`config.mk`:
```
export PLATFORM = sky130hd
export DESIGN_NAME = cpu_bus_arbiter
export DESIGN_NICKNAME = d
export VERILOG_FILES = /design/src/rtl/bus_pkg.sv /design/src/rtl/oam_dma_engine.sv /design/src/rtl/cpu_bus_arbiter.sv
export SDC_FILE = /design/constraint.sdc
export NUM_CORES = 1
export LEC_CHECK = 0
export ABC_CLOCK_PERIOD_IN_PS = 3600
export CELL_PAD_IN_SITES_DETAIL_PLACEMENT = 0
export CELL_PAD_IN_SITES_GLOBAL_PLACEMENT = 2
export CORE_AREA = 2 2 109 111
export DETAILED_ROUTE_END_ITERATION = 16
export DIE_AREA = 0 0 111 113
export PLACE_DENSITY = 0.81
export SYNTH_ARGS = -nofsm -noshare
export SYNTH_HDL_FRONTEND = slang
export SYNTH_SLANG_ARGS = --single-unit
```
`constraint.sdc`:
```
create_clock -name clock_i -period 3.6 [get_ports clock_i]
set_input_delay 0.36 -clock clock_i [delete_from_list [all_inputs] [get_ports clock_i]]
set_output_delay 0.36 -clock clock_i [all_outputs]
set_load 0.1 [all_outputs]
```
`src/rtl/bus_pkg.sv`:
```
// -----------------------------------------------------------------------------
// bus_pkg
// Shared types and default constants for the CPU bus arbiter and its OAM DMA
// engine.
//   arbiter_state_t : arbiter FSM states
//   bus_request_t   : one bus transaction (address, write data, write flag)
//   is_dma_trigger  : true when a request is a write to the DMA register
// -----------------------------------------------------------------------------
package bus_pkg;

    typedef enum logic [1:0] {
        IDLE,
        CPU_ACCESS,
        DMA_READ,
        DMA_WRITE
    } arbiter_state_t;

    typedef struct packed {
        logic [15:0] address;
        logic [7:0]  data;
        logic        write;
    } bus_request_t;

    localparam logic [15:0] DEFAULT_DMA_REGISTER_ADDRESS = 16'h4014;
    localparam logic [15:0] DEFAULT_DMA_TARGET_ADDRESS   = 16'h2004;
    localparam int          DEFAULT_DMA_LENGTH           = 256;

    function automatic logic is_dma_trigger(input bus_request_t req,
                                            input logic [15:0]  reg_address);
        return req.write && (req.address == reg_address);
    endfunction

endpackage

```
`src/rtl/oam_dma_engine.sv`:
```
// -----------------------------------------------------------------------------
// oam_dma_engine
// Datapath of the OAM DMA: source page, 9-bit byte counter and the byte latch
// carried from each read to the following write. The arbiter FSM sequences it.
// Ports:
//   clock_i, reset_i   clock, async active-high reset
//   start_i, page_i    begin a fresh DMA from page page_i (counter -> 0)
//   write_phase_i      1 while the arbiter is in the DMA write state
//   accept_i           current DMA bus transaction accepted this cycle
//   bus_data_i         read data, latched on an accepted read
//   request_o          bus transaction for the current phase
//   done_o             counter sits on the last byte index
// -----------------------------------------------------------------------------
module oam_dma_engine
    import bus_pkg::*;
#(
    parameter logic [15:0] DMA_TARGET_ADDRESS = DEFAULT_DMA_TARGET_ADDRESS,
    parameter int          DMA_LENGTH         = DEFAULT_DMA_LENGTH
) (
    input  logic         clock_i,
    input  logic         reset_i,
    input  logic         start_i,
    input  logic [7:0]   page_i,
    input  logic         write_phase_i,
    input  logic         accept_i,
    input  logic [7:0]   bus_data_i,
    output bus_request_t request_o,
    output logic         done_o
);

    localparam logic [8:0] LAST_INDEX = 9'(DMA_LENGTH - 1);

    logic [7:0] page_q,  page_d;
    logic [8:0] count_q, count_d;
    logic [7:0] byte_q,  byte_d;

    assign done_o = (count_q == LAST_INDEX);

    always_comb begin
        page_d  = page_q;
        count_d = count_q;
        byte_d  = byte_q;
        if (start_i) begin
            page_d  = page_i;
            count_d = '0;
        end else if (accept_i) begin
            if (write_phase_i) begin
                // Counter stops on the last index; it never rolls into page+1.
                if (!done_o) begin
                    count_d = count_q + 9'd1;
                end
            end else begin
                byte_d = bus_data_i;
            end
        end
    end

    always_ff @(posedge clock_i or posedge reset_i) begin
        if (reset_i) begin
            page_q  <= '0;
            count_q <= '0;
            byte_q  <= '0;
        end else begin
            page_q  <= page_d;
            count_q <= count_d;
            byte_q  <= byte_d;
        end
    end

    always_comb begin
        if (write_phase_i) begin
            request_o.address = DMA_TARGET_ADDRESS;
            request_o.data    = byte_q;
            request_o.write   = 1'b1;
        end else begin
            request_o.address = {page_q, count_q[7:0]};
            request_o.data    = 8'h00;
            request_o.write   = 1'b0;
        end
    end

endmodule

```
`src/rtl/cpu_bus_arbiter.sv`:
```
// -----------------------------------------------------------------------------
// cpu_bus_arbiter
// Forwards CPU strobes as held bus transactions, returns read data, and runs
// OAM DMA (DMA has priority over the CPU) when the DMA register is written.
// Ports:
//   clock_i, reset_i                     clock, async active-high reset
//   cpu_address_i/_valid_i, cpu_data_i/_valid_i   CPU request strobe (write
//                                         when cpu_data_valid_i is also high)
//   cpu_data_o, cpu_data_valid_o          read data and one-cycle completion
//   cpu_stall_o                           CPU must hold off (DMA running)
//   bus_request_o/_write_o/_address_o/_data_o     held bus transaction
//   bus_ready_i, bus_data_i               accept strobe and read data
// -----------------------------------------------------------------------------
module cpu_bus_arbiter
    import bus_pkg::*;
#(
    parameter logic [15:0] DMA_REGISTER_ADDRESS = DEFAULT_DMA_REGISTER_ADDRESS,
    parameter logic [15:0] DMA_TARGET_ADDRESS   = DEFAULT_DMA_TARGET_ADDRESS,
    parameter int          DMA_LENGTH           = DEFAULT_DMA_LENGTH
) (
    input  logic        clock_i,
    input  logic        reset_i,
    input  logic [15:0] cpu_address_i,
    input  logic        cpu_address_valid_i,
    input  logic [7:0]  cpu_data_i,
    input  logic        cpu_data_valid_i,
    output logic [7:0]  cpu_data_o,
    output logic        cpu_data_valid_o,
    output logic        cpu_stall_o,
    output logic        bus_request_o,
    output logic        bus_write_o,
    output logic [15:0] bus_address_o,
    output logic [7:0]  bus_data_o,
    input  logic        bus_ready_i,
    input  logic [7:0]  bus_data_i
);

    arbiter_state_t state_q, state_d;
    logic           req_q, req_d;
    logic           stall_q, stall_d;
    logic [7:0]     rdata_q, rdata_d;
    logic           rvalid_q, rvalid_d;
    bus_request_t   entry_q, entry_d;
    logic           entry_valid_q, entry_valid_d;
    bus_request_t   cpu_req_q, cpu_req_d;

    bus_request_t   strobe_req;
    bus_request_t   effective_req;
    bus_request_t   dma_request;
    bus_request_t   bus_view;
    logic           accept;
    logic           dma_start;
    logic           dma_accept;
    logic           dma_write_phase;
    logic           dma_done;

    assign accept          = req_q & bus_ready_i;
    assign dma_write_phase = (state_q == DMA_WRITE);

    always_comb begin
        strobe_req.address = cpu_address_i;
        strobe_req.data    = cpu_data_i;
        strobe_req.write   = cpu_data_valid_i;
        // A strobe in the same cycle as a full entry overwrites it, so the
        // strobe wins when choosing what IDLE launches.
        effective_req      = cpu_address_valid_i ? strobe_req : entry_q;
    end

    oam_dma_engine #(
        .DMA_TARGET_ADDRESS (DMA_TARGET_ADDRESS),
        .DMA_LENGTH         (DMA_LENGTH)
    ) u_dma (
        .clock_i       (clock_i),
        .reset_i       (reset_i),
        .start_i       (dma_start),
        .page_i        (effective_req.data),
        .write_phase_i (dma_write_phase),
        .accept_i      (dma_accept),
        .bus_data_i    (bus_data_i),
        .request_o     (dma_request),
        .done_o        (dma_done)
    );

    always_comb begin
        state_d       = state_q;
        req_d         = req_q;
        stall_d       = stall_q;
        rdata_d       = rdata_q;
        rvalid_d      = 1'b0;
        entry_d       = entry_q;
        entry_valid_d = entry_valid_q;
        cpu_req_d     = cpu_req_q;
        dma_start     = 1'b0;
        dma_accept    = 1'b0;

        if (cpu_address_valid_i) begin
            entry_d       = strobe_req;
            entry_valid_d = 1'b1;
        end

        case (state_q)
            IDLE: begin
                if (cpu_address_valid_i || entry_valid_q) begin
                    req_d = 1'b1;
                    if (is_dma_trigger(effective_req, DMA_REGISTER_ADDRESS)) begin
                        dma_start     = 1'b1;
                        entry_valid_d = 1'b0;
                        stall_d       = 1'b1;
                        state_d       = DMA_READ;
                    end else begin
                        cpu_req_d = effective_req;
                        state_d   = CPU_ACCESS;
                    end
                end
            end
            CPU_ACCESS: begin
                if (accept) begin
                    req_d   = 1'b0;
                    state_d = IDLE;
                    if (!cpu_address_valid_i) begin
                        entry_valid_d = 1'b0;
                    end
                    if (!cpu_req_q.write) begin
                        rdata_d  = bus_data_i;
                        rvalid_d = 1'b1;
                    end
                end
            end
            DMA_READ: begin
                // Request is low for exactly one cycle after each accept.
                if (accept) begin
                    dma_accept = 1'b1;
                    req_d      = 1'b0;
                    state_d    = DMA_WRITE;
                end else begin
                    req_d = 1'b1;
                end
            end
            DMA_WRITE: begin
                if (accept) begin
                    dma_accept = 1'b1;
                    req_d      = 1'b0;
                    if (dma_done) begin
                        stall_d = 1'b0;
                        state_d = IDLE;
                    end else begin
                        state_d = DMA_READ;
                    end
                end else begin
                    req_d = 1'b1;
                end
            end
            default: begin
                state_d = IDLE;
                req_d   = 1'b0;
            end
        endcase
    end

    always_ff @(posedge clock_i or posedge reset_i) begin
        if (reset_i) begin
            state_q       <= IDLE;
            req_q         <= 1'b0;
            stall_q       <= 1'b0;
            rdata_q       <= '0;
            rvalid_q      <= 1'b0;
            entry_q       <= '0;
            entry_valid_q <= 1'b0;
            cpu_req_q     <= '0;
        end else begin
            state_q       <= state_d;
            req_q         <= req_d;
            stall_q       <= stall_d;
            rdata_q       <= rdata_d;
            rvalid_q      <= rvalid_d;
            entry_q       <= entry_d;
            entry_valid_q <= entry_valid_d;
            cpu_req_q     <= cpu_req_d;
        end
    end

    // Bus fields come straight from the state so a reset clears them at once.
    always_comb begin
        bus_view = '0;
        case (state_q)
            CPU_ACCESS:          bus_view = cpu_req_q;
            DMA_READ, DMA_WRITE: bus_view = dma_request;
            default:             bus_view = '0;
        endcase
    end

    assign bus_request_o    = req_q;
    assign bus_write_o      = bus_view.write;
    assign bus_address_o    = bus_view.address;
    assign bus_data_o       = bus_view.data;
    assign cpu_data_o       = rdata_q;
    assign cpu_data_valid_o = rvalid_q;
    assign cpu_stall_o      = stall_q;

endmodule

```
==> implementation parameters, run 1 <==
Parameter                              Value

Yosys
  Synth Cell Area ... 0.00398 mm2
  Synth unique cells ... 42
  Fraction of the yosys area taken by sequential cells ... 56.0%
  Cell taking the most area after synthesis ... sky130_fd_sc_hd__dfrtp_1
  Synth area leaders ... sky130_fd_sc_hd__dfrtp_1, sky130_fd_sc_hd__mux2_2, sky130_fd_sc_hd__mux2_4, sky130_fd_sc_hd__a22o_1, sky130_fd_sc_hd__mux2i_1
  Proportion of netlist area held by the largest area contributor ... 56.0%
  Post-synth net total ... 329
  Mean instance size in the synthesized netlist ... 13.7 um2
  Share of synthesized flip-flops with an asynchronous set or reset ... 100%
  Number of enable flip-flop cells after synthesis ... 0
  Number of storage elements in the synthesis netlist ... 89
  Mapped Cells ... 290
  Top_reg_cell synth ... sky130_fd_sc_hd__dfrtp_1
  Synth warn ... 0

Clock network
  Clock Path Buffers ... 2
  Total of hold buffers inserted after clock tree synthesis ... 0
  Buffer count from post-CTS setup fixing ... 0
  Buffer type at the clock tree root ... sky130_fd_sc_hd__clkbuf_16
  Clock tree from TritonCTS ... yes
  Cells resized by post-CTS repair ... 0
  Clock latency of the later-clocked register in the worst-skew pair ... 0.34 ns
  Clock Sinks ... 89
  TritonCTS buffer count ... 9
  CTS clk-pin slew, worst paths ... 0.07 ns
  Number of H-tree branching levels ... 3

Critical path
  Origin of the worst setup path ... cpu_address_valid_i
  Slowest library cell on the worst path ... sky130_fd_sc_hd__clkdlybuf4s50_1
  Combined buffer and inverter count along the critical path ... 1
  Critical Path Max Stage Delay ... 0.88 ns
  Kind of launch point of the worst setup path ... input port
  Critical path endpoint category ... flop
  Cell-by-cell trace of the critical path ... clkdlybuf4s50_1, and2b_1, and4_1, o21ai_2, and2_4, mux2_2
  Startpoint of the worst-slack reg-to-reg timing path ... u_dma.count_q[0]
  Kind of cell with the highest combined delay on the critical path ... simple AND/OR/NAND/NOR gates
  Critical-path maximum fanout ... 27
  Critical path class ... in2reg
  Crit path required time ... 3.83 ns
  Arrival time of the worst setup path ... 2.80 ns

Timing
  Total setup violations reported at the end of the flow ... 0
  RSZ-0062 raised after global routing ... no
  Crit path setup slack, layout ... 1.02 ns
  Worst-case headroom to the max-slew limit ... 34.2%
  Aggregate negative setup slack ... 0 ns
  Clock period minus final worst setup slack ... 2.58 ns
  Count of endpoints failing hold in the final timing report ... 0
  Peak clock frequency supported by timing ... 0.388 GHz
  Transition at the pin with the smallest max-transition slack ... 0.983 ns
  Share of the clock period used by the worst path after layout ... 71.5%
  Final Skew ... 0.00509 ns
  Number of pins exceeding their max-slew limit in the final report ... 0
  Worst Hold Margin ... 0.478 ns

Floorplanning
  Standard-cell row count ... 39
  I/O pin count ... 73
  Area inside the core boundary ... 0.0113 mm2
  Horizontal extent of the die ... 111 um
  Effective utilization at floorplan ... 35.3%
  Die ar. ... 0.0125 mm2
  Die Y-Extent ... 113 um

Global route
  Number of global-route vias before repair ... 2715
  Gr usage total ... 15.1%
  Global route total overflow ... 0
  Antenna violations before repair ... 0
  First-pass GRT wire length ... 14800 um
  Maximum number of pins on one net before global-route repair ... 55

Cells and area
  Layout fillers ... 1031
  Share of cells above drive strength 1 ... 34.6%
  Net total in the final layout ... 407
  Area grow syn2layout ... 29.9%
  Total inserted antenna cells ... 0

Placement
  Placed wire-length estimate after detailed placement ... 6140 um
  Place WS ... 0.677 ns
  Placer Congestion ... 0.751
  Count of port buffers added during placement ... 72

Drt
  Total vias in the final route ... 2581
  Detailed-router iteration count before antenna repair ... 4
  WL per Instance ... 17.5 um
  Total Wirelength ... 9050 um
  Number of DRC violations after detailed-routing iteration 0 ... 99
  Ratio of routed vias to standard cells ... 5.00
  DRC violation count after routing ... 0
  Remaining number of nets flagged by the antenna check after routing ... 0

Outcome
  Outcome ... completed

Run
  Max capacitance violation total ... 0

Worst hold path
  Worst hold-check path type ... reg2reg
  Worst hold start ... cpu_stall_o
==> routing by layer <==
layer	vias to the layer above	wire length, um	global-route usage, %
met3	9	397	4.28
met2	58	4260	23.3
met4	0	103	4.75
met1	1298	4280	20.7
met5	-	0	0
li1	1216	-	-
==> synth_stat cells (all sizes together) (2+ instances only) <==
cell / count
nand4: 4
mux2: 73
inv: 2
nand3b: 2
a22o: 14
nor2b: 10
and2: 2
a21oi: 3
and3: 3
o21ai: 3
ha: 2
nor4b: 5
nand2: 10
o21a: 2
nor4: 2
xnor2: 2
nor3: 5
dfrtp: 89
buf: 7
clkbuf: 6
nand3: 3
xor2: 5
nor2: 17
mux2i: 8
==> per-stage QoR <==
step,instances,util [%],instance area [um2]
3_5_place_dp,500,42.9,4840
4_1_cts,516,45.8,5170
5_1_grt,516,45.8,5170
6_report,516,45.8,5170
2_1_floorplan,290,-,3980
3_3_place_gp,500,42.9,4840
==> layout by cell type (no fill, tap or decap), types with 2 or more instances in the layout <==
cell type                          n
sky130_fd_sc_hd__clkdlybuf4s50_1  47
sky130_fd_sc_hd__clkbuf_16         9
sky130_fd_sc_hd__o21ai_0           2
sky130_fd_sc_hd__o21a_1            2
sky130_fd_sc_hd__nand2_1          10
sky130_fd_sc_hd__mux2_2           55
sky130_fd_sc_hd__nor3_1            5
sky130_fd_sc_hd__inv_6             2
sky130_fd_sc_hd__nor2_1           16
sky130_fd_sc_hd__buf_4            30
sky130_fd_sc_hd__nand3_1           3
sky130_fd_sc_hd__ha_1              2
sky130_fd_sc_hd__mux2i_1           8
sky130_fd_sc_hd__buf_12            3
sky130_fd_sc_hd__bufinv_16         2
sky130_fd_sc_hd__nor4b_1           5
sky130_fd_sc_hd__mux2_4           18
sky130_fd_sc_hd__a21oi_1           3
sky130_fd_sc_hd__nand3b_1          2
sky130_fd_sc_hd__a22o_1           14
sky130_fd_sc_hd__and3_1            3
sky130_fd_sc_hd__xnor2_1           2
sky130_fd_sc_hd__dfrtp_1          89
sky130_fd_sc_hd__xor2_1            5
sky130_fd_sc_hd__nor2b_1          10
sky130_fd_sc_hd__nand4_1           4
sky130_fd_sc_hd__clkinvlp_4        2
==> worst reg2reg max path, cell delays in order, from the launching register on <==
cell	delay [ns]
sky130_fd_sc_hd__dfrtp_1	0.44
sky130_fd_sc_hd__ha_1	0.28
sky130_fd_sc_hd__and3_1	0.18
sky130_fd_sc_hd__and3_1	0.19
sky130_fd_sc_hd__ha_1	0.25
sky130_fd_sc_hd__nor2_1	0.44
sky130_fd_sc_hd__nand4_1	0.18
sky130_fd_sc_hd__xor2_1	0.17
sky130_fd_sc_hd__nor2_1	0.09
==> kinds of logic after synthesis <==
group / count (synthesis) / synth area share [%]
compound gates: 28 / 5.79
flops: 89 / 56.0
mux: 81 / 24.4
simple gates: 68 / 9.66
buf+inv: 15 / 2.01
fa+ha+maj: 2 / 0.629
xor+xnor: 7 / 1.54
==> state kept, by name, summed over array words and instances (netlist names) <==
name and count:
cpu_req_q 25, entry_q 25, u_dma.count_q 9, cpu_data_o 8
u_dma.byte_q 8, u_dma.page_q 8, state_q 2, bus_request_o 1
cpu_data_valid_o 1, cpu_stall_o 1, entry_valid_q 1
==> final timing paths <==
check | slack [ns] | cells past startpoint | to
max in group asynchronous | 2.36 | 3 | cpu_req_q[19]
max reg2reg | 1.34 | 8 | u_dma.count_q[6]
min reg2reg | 0.48 | 2 | cpu_stall_o
max | 1.02 | 6 | cpu_req_q[22]
min in group asynchronous | 0.54 | 2 | u_dma.page_q[6]
min | 0.48 | 2 | cpu_stall_o
==> cell type report <==
class	count	area, um2	area share [%]
clock inverter	7	101	1.96
multi-input combinational	186	1670	32.3
inverter	2	8.76	0.169
sequential	89	2230	43.1
clock buffer	9	225	4.36
timing repair buffer	80	756	14.6
tap	143	179	3.46
Power of run 1 is left out: the tool's default activity adds up to more than one toggle a clock period on the data nets, which glitch-free logic cannot reach.
==> inputs of run 2 (changes only) <==
ABC_CLOCK_PERIOD_IN_PS = 2300   (was 3600)
CORE_AREA = 2 2 115 117   (was 2 2 109 111)
DIE_AREA = 0 0 117 119   (was 0 0 111 113)
PLACE_DENSITY = 0.77   (was 0.81)
clock period = 2.3 ns   (was 3.6 ns; I/O delays follow)
==> implementation parameters, run 2 (synthesized netlist as in run 1, its figures left out) <==
Parameter                              Value

Drt
  Ratio of routed vias to standard cells ... 4.61
  Number of DRC violations after detailed-routing iteration 0 ... 144
  Total Wirelength ... 9090 um
  Remaining number of nets flagged by the antenna check after routing ... 0
  WL per Instance ... 16.2 um
  Total vias in the final route ... 2592
  Detailed-router iteration count before antenna repair ... 4
  DRC violation count after routing ... 0

Global route
  Gr usage total ... 14.4%
  GR Util met1 ... 19.6%
  Met3 track demand over resource ... 4.63%
  Maximum number of pins on one net before global-route repair ... 90
  First-pass GRT wire length ... 15300 um
  Antenna violations before repair ... 0
  Met2 usage ... 21.8%
  GR peak layer ... met2
  Number of global-route vias before repair ... 2881
  Global route total overflow ... 0

Timing
  Aggregate negative setup slack ... 0 ns
  Total setup violations reported at the end of the flow ... 0
  Number of pins exceeding their max-slew limit in the final report ... 0
  Clock period minus final worst setup slack ... 2.06 ns
  Final Skew ... 0.00821 ns
  Transition at the pin with the smallest max-transition slack ... 0.550 ns
  Share of the clock period used by the worst path after layout ... 89.4%
  Count of endpoints failing hold in the final timing report ... 0
  RSZ-0062 raised after global routing ... no
  Peak clock frequency supported by timing ... 0.486 GHz
  Worst-case headroom to the max-slew limit ... 63.2%

Critical path
  Critical path class ... reg2reg
  Kind of launch point of the worst setup path ... flop
  Slowest library cell on the worst path ... sky130_fd_sc_hd__dfrtp_1
  Critical path endpoint category ... flop
  Critical Path Max Stage Delay ... 0.41 ns
  Combined buffer and inverter count along the critical path ... 0
  Crit path required time ... 2.53 ns
  Cell-by-cell trace of the critical path ... ha_1, and3_1, and3_1, ha_1, nor2_1, nand4_1, xor2_1, nor2_1
  Critical-path maximum fanout ... 5
  Kind of cell with the highest combined delay on the critical path ... simple AND/OR/NAND/NOR gates
  Arrival time of the worst setup path ... 2.28 ns

Cells and area
  Share of cells above drive strength 1 ... 42.0%
  Leading cell types in the layout, fill and taps excluded ... sky130_fd_sc_hd__dfrtp_1, sky130_fd_sc_hd__mux2_2, sky130_fd_sc_hd__clkdlybuf4s50_1
  Area grow syn2layout ... 40.1%
  Layout fillers ... 1169
  Most common cell after layout, fill and taps aside ... sky130_fd_sc_hd__dfrtp_1
  Top flop regs ... cpu_req_q (25), entry_q (25), u_dma.count_q (9)
  Net total in the final layout ... 420
  Total inserted antenna cells ... 0

Clock network
  Buffer type at the clock tree root ... sky130_fd_sc_hd__clkbuf_16
  Clock tree from TritonCTS ... yes
  CTS clk-pin slew, worst paths ... 0.07 ns
  Buffer count from post-CTS setup fixing ... 0
  Clock Path Buffers ... 2
  Total of hold buffers inserted after clock tree synthesis ... 0
  Cells resized by post-CTS repair ... 0
  Clock latency of the later-clocked register in the worst-skew pair ... 0.34 ns
  Clock Sinks ... 89
  Number of H-tree branching levels ... 3
  TritonCTS buffer count ... 9

Floorplanning
  Die ar. ... 0.0139 mm2
  Standard-cell row count ... 42
  I/O pin count ... 73
  Horizontal extent of the die ... 117 um
  Effective utilization at floorplan ... 30.9%
  Die Y-Extent ... 119 um
  Area inside the core boundary ... 0.0129 mm2

Run
  Max capacitance violation total ... 0

Worst hold path
  Worst hold-check path type ... in2async

Outcome
  Outcome ... completed

Placement
  Count of port buffers added during placement ... 72
  Placed wire-length estimate after detailed placement ... 6440 um
  Placer Congestion ... 0.737
## run 2: cell types whose count changed in the layout (fill, tap and decap cells not counted), sizes merged
| cell | change |
|---|---|
| clkdlybuf4s50 | -11 |
| bufinv | -2 |
| clkbuf | +2 |
| clkinv | -1 |
| clkinvlp | +1 |
| buf | +24 |
## run 2: metal layers
layer | part of all wire (%) | wire [um]
met2 | 46 | 4160
met1 | 47 | 4310
met3 | 5.6 | 513
met4 | 1.2 | 105
met5 | 0 | 0
## run 2: layout make-up
class                      instances  area [um2]  area share, %
inverter                           2        11.3          0.202
timing repair buffer              93        1140           20.4
multi-input combinational        186        1700           30.4
clock inverter                     5        37.5          0.674
tap                              176         220           3.95
sequential                        89        2230           40.0
clock buffer                      11         243           4.36
## run 2: path summary, 6_finish.rpt
check | startpoint | endpoint | slack, ns | depth (start not counted)
max reg2reg | u_dma.count_q[1] | u_dma.count_q[6] | 0.24 | 8
min reg2reg | cpu_stall_o | cpu_stall_o | 0.49 | 2
min in group clock_i | cpu_stall_o | cpu_stall_o | 0.49 | 2
min | reset_i | cpu_data_o[7] | 0.36 | 3
max in group asynchronous | reset_i | entry_q[16] | 1.55 | 3
max | u_dma.count_q[1] | u_dma.count_q[6] | 0.24 | 8
## run 2: stage by stage
stage,worst slack [ns],cells,hold WS (ns),utilization [%],area (um2)
4_1_cts,0.258,562,0.409,43.3,5570
3_3_place_gp,0.0692,546,0.478,41.1,5290
5_1_grt,0.130,562,0.419,43.3,5570
2_1_floorplan,0.0416,290,0.381,-,4010
3_5_place_dp,0.0375,546,0.482,41.1,5290
6_report,0.244,562,0.361,43.3,5570
## run 2: worst min-delay path, cell delays in order
cell and delay (ns):
sky130_fd_sc_hd__clkdlybuf4s50_1 0.45, sky130_fd_sc_hd__clkinvlp_4 0.10, sky130_fd_sc_hd__buf_12 0.35
Power of run 2 is left out for the same reason.
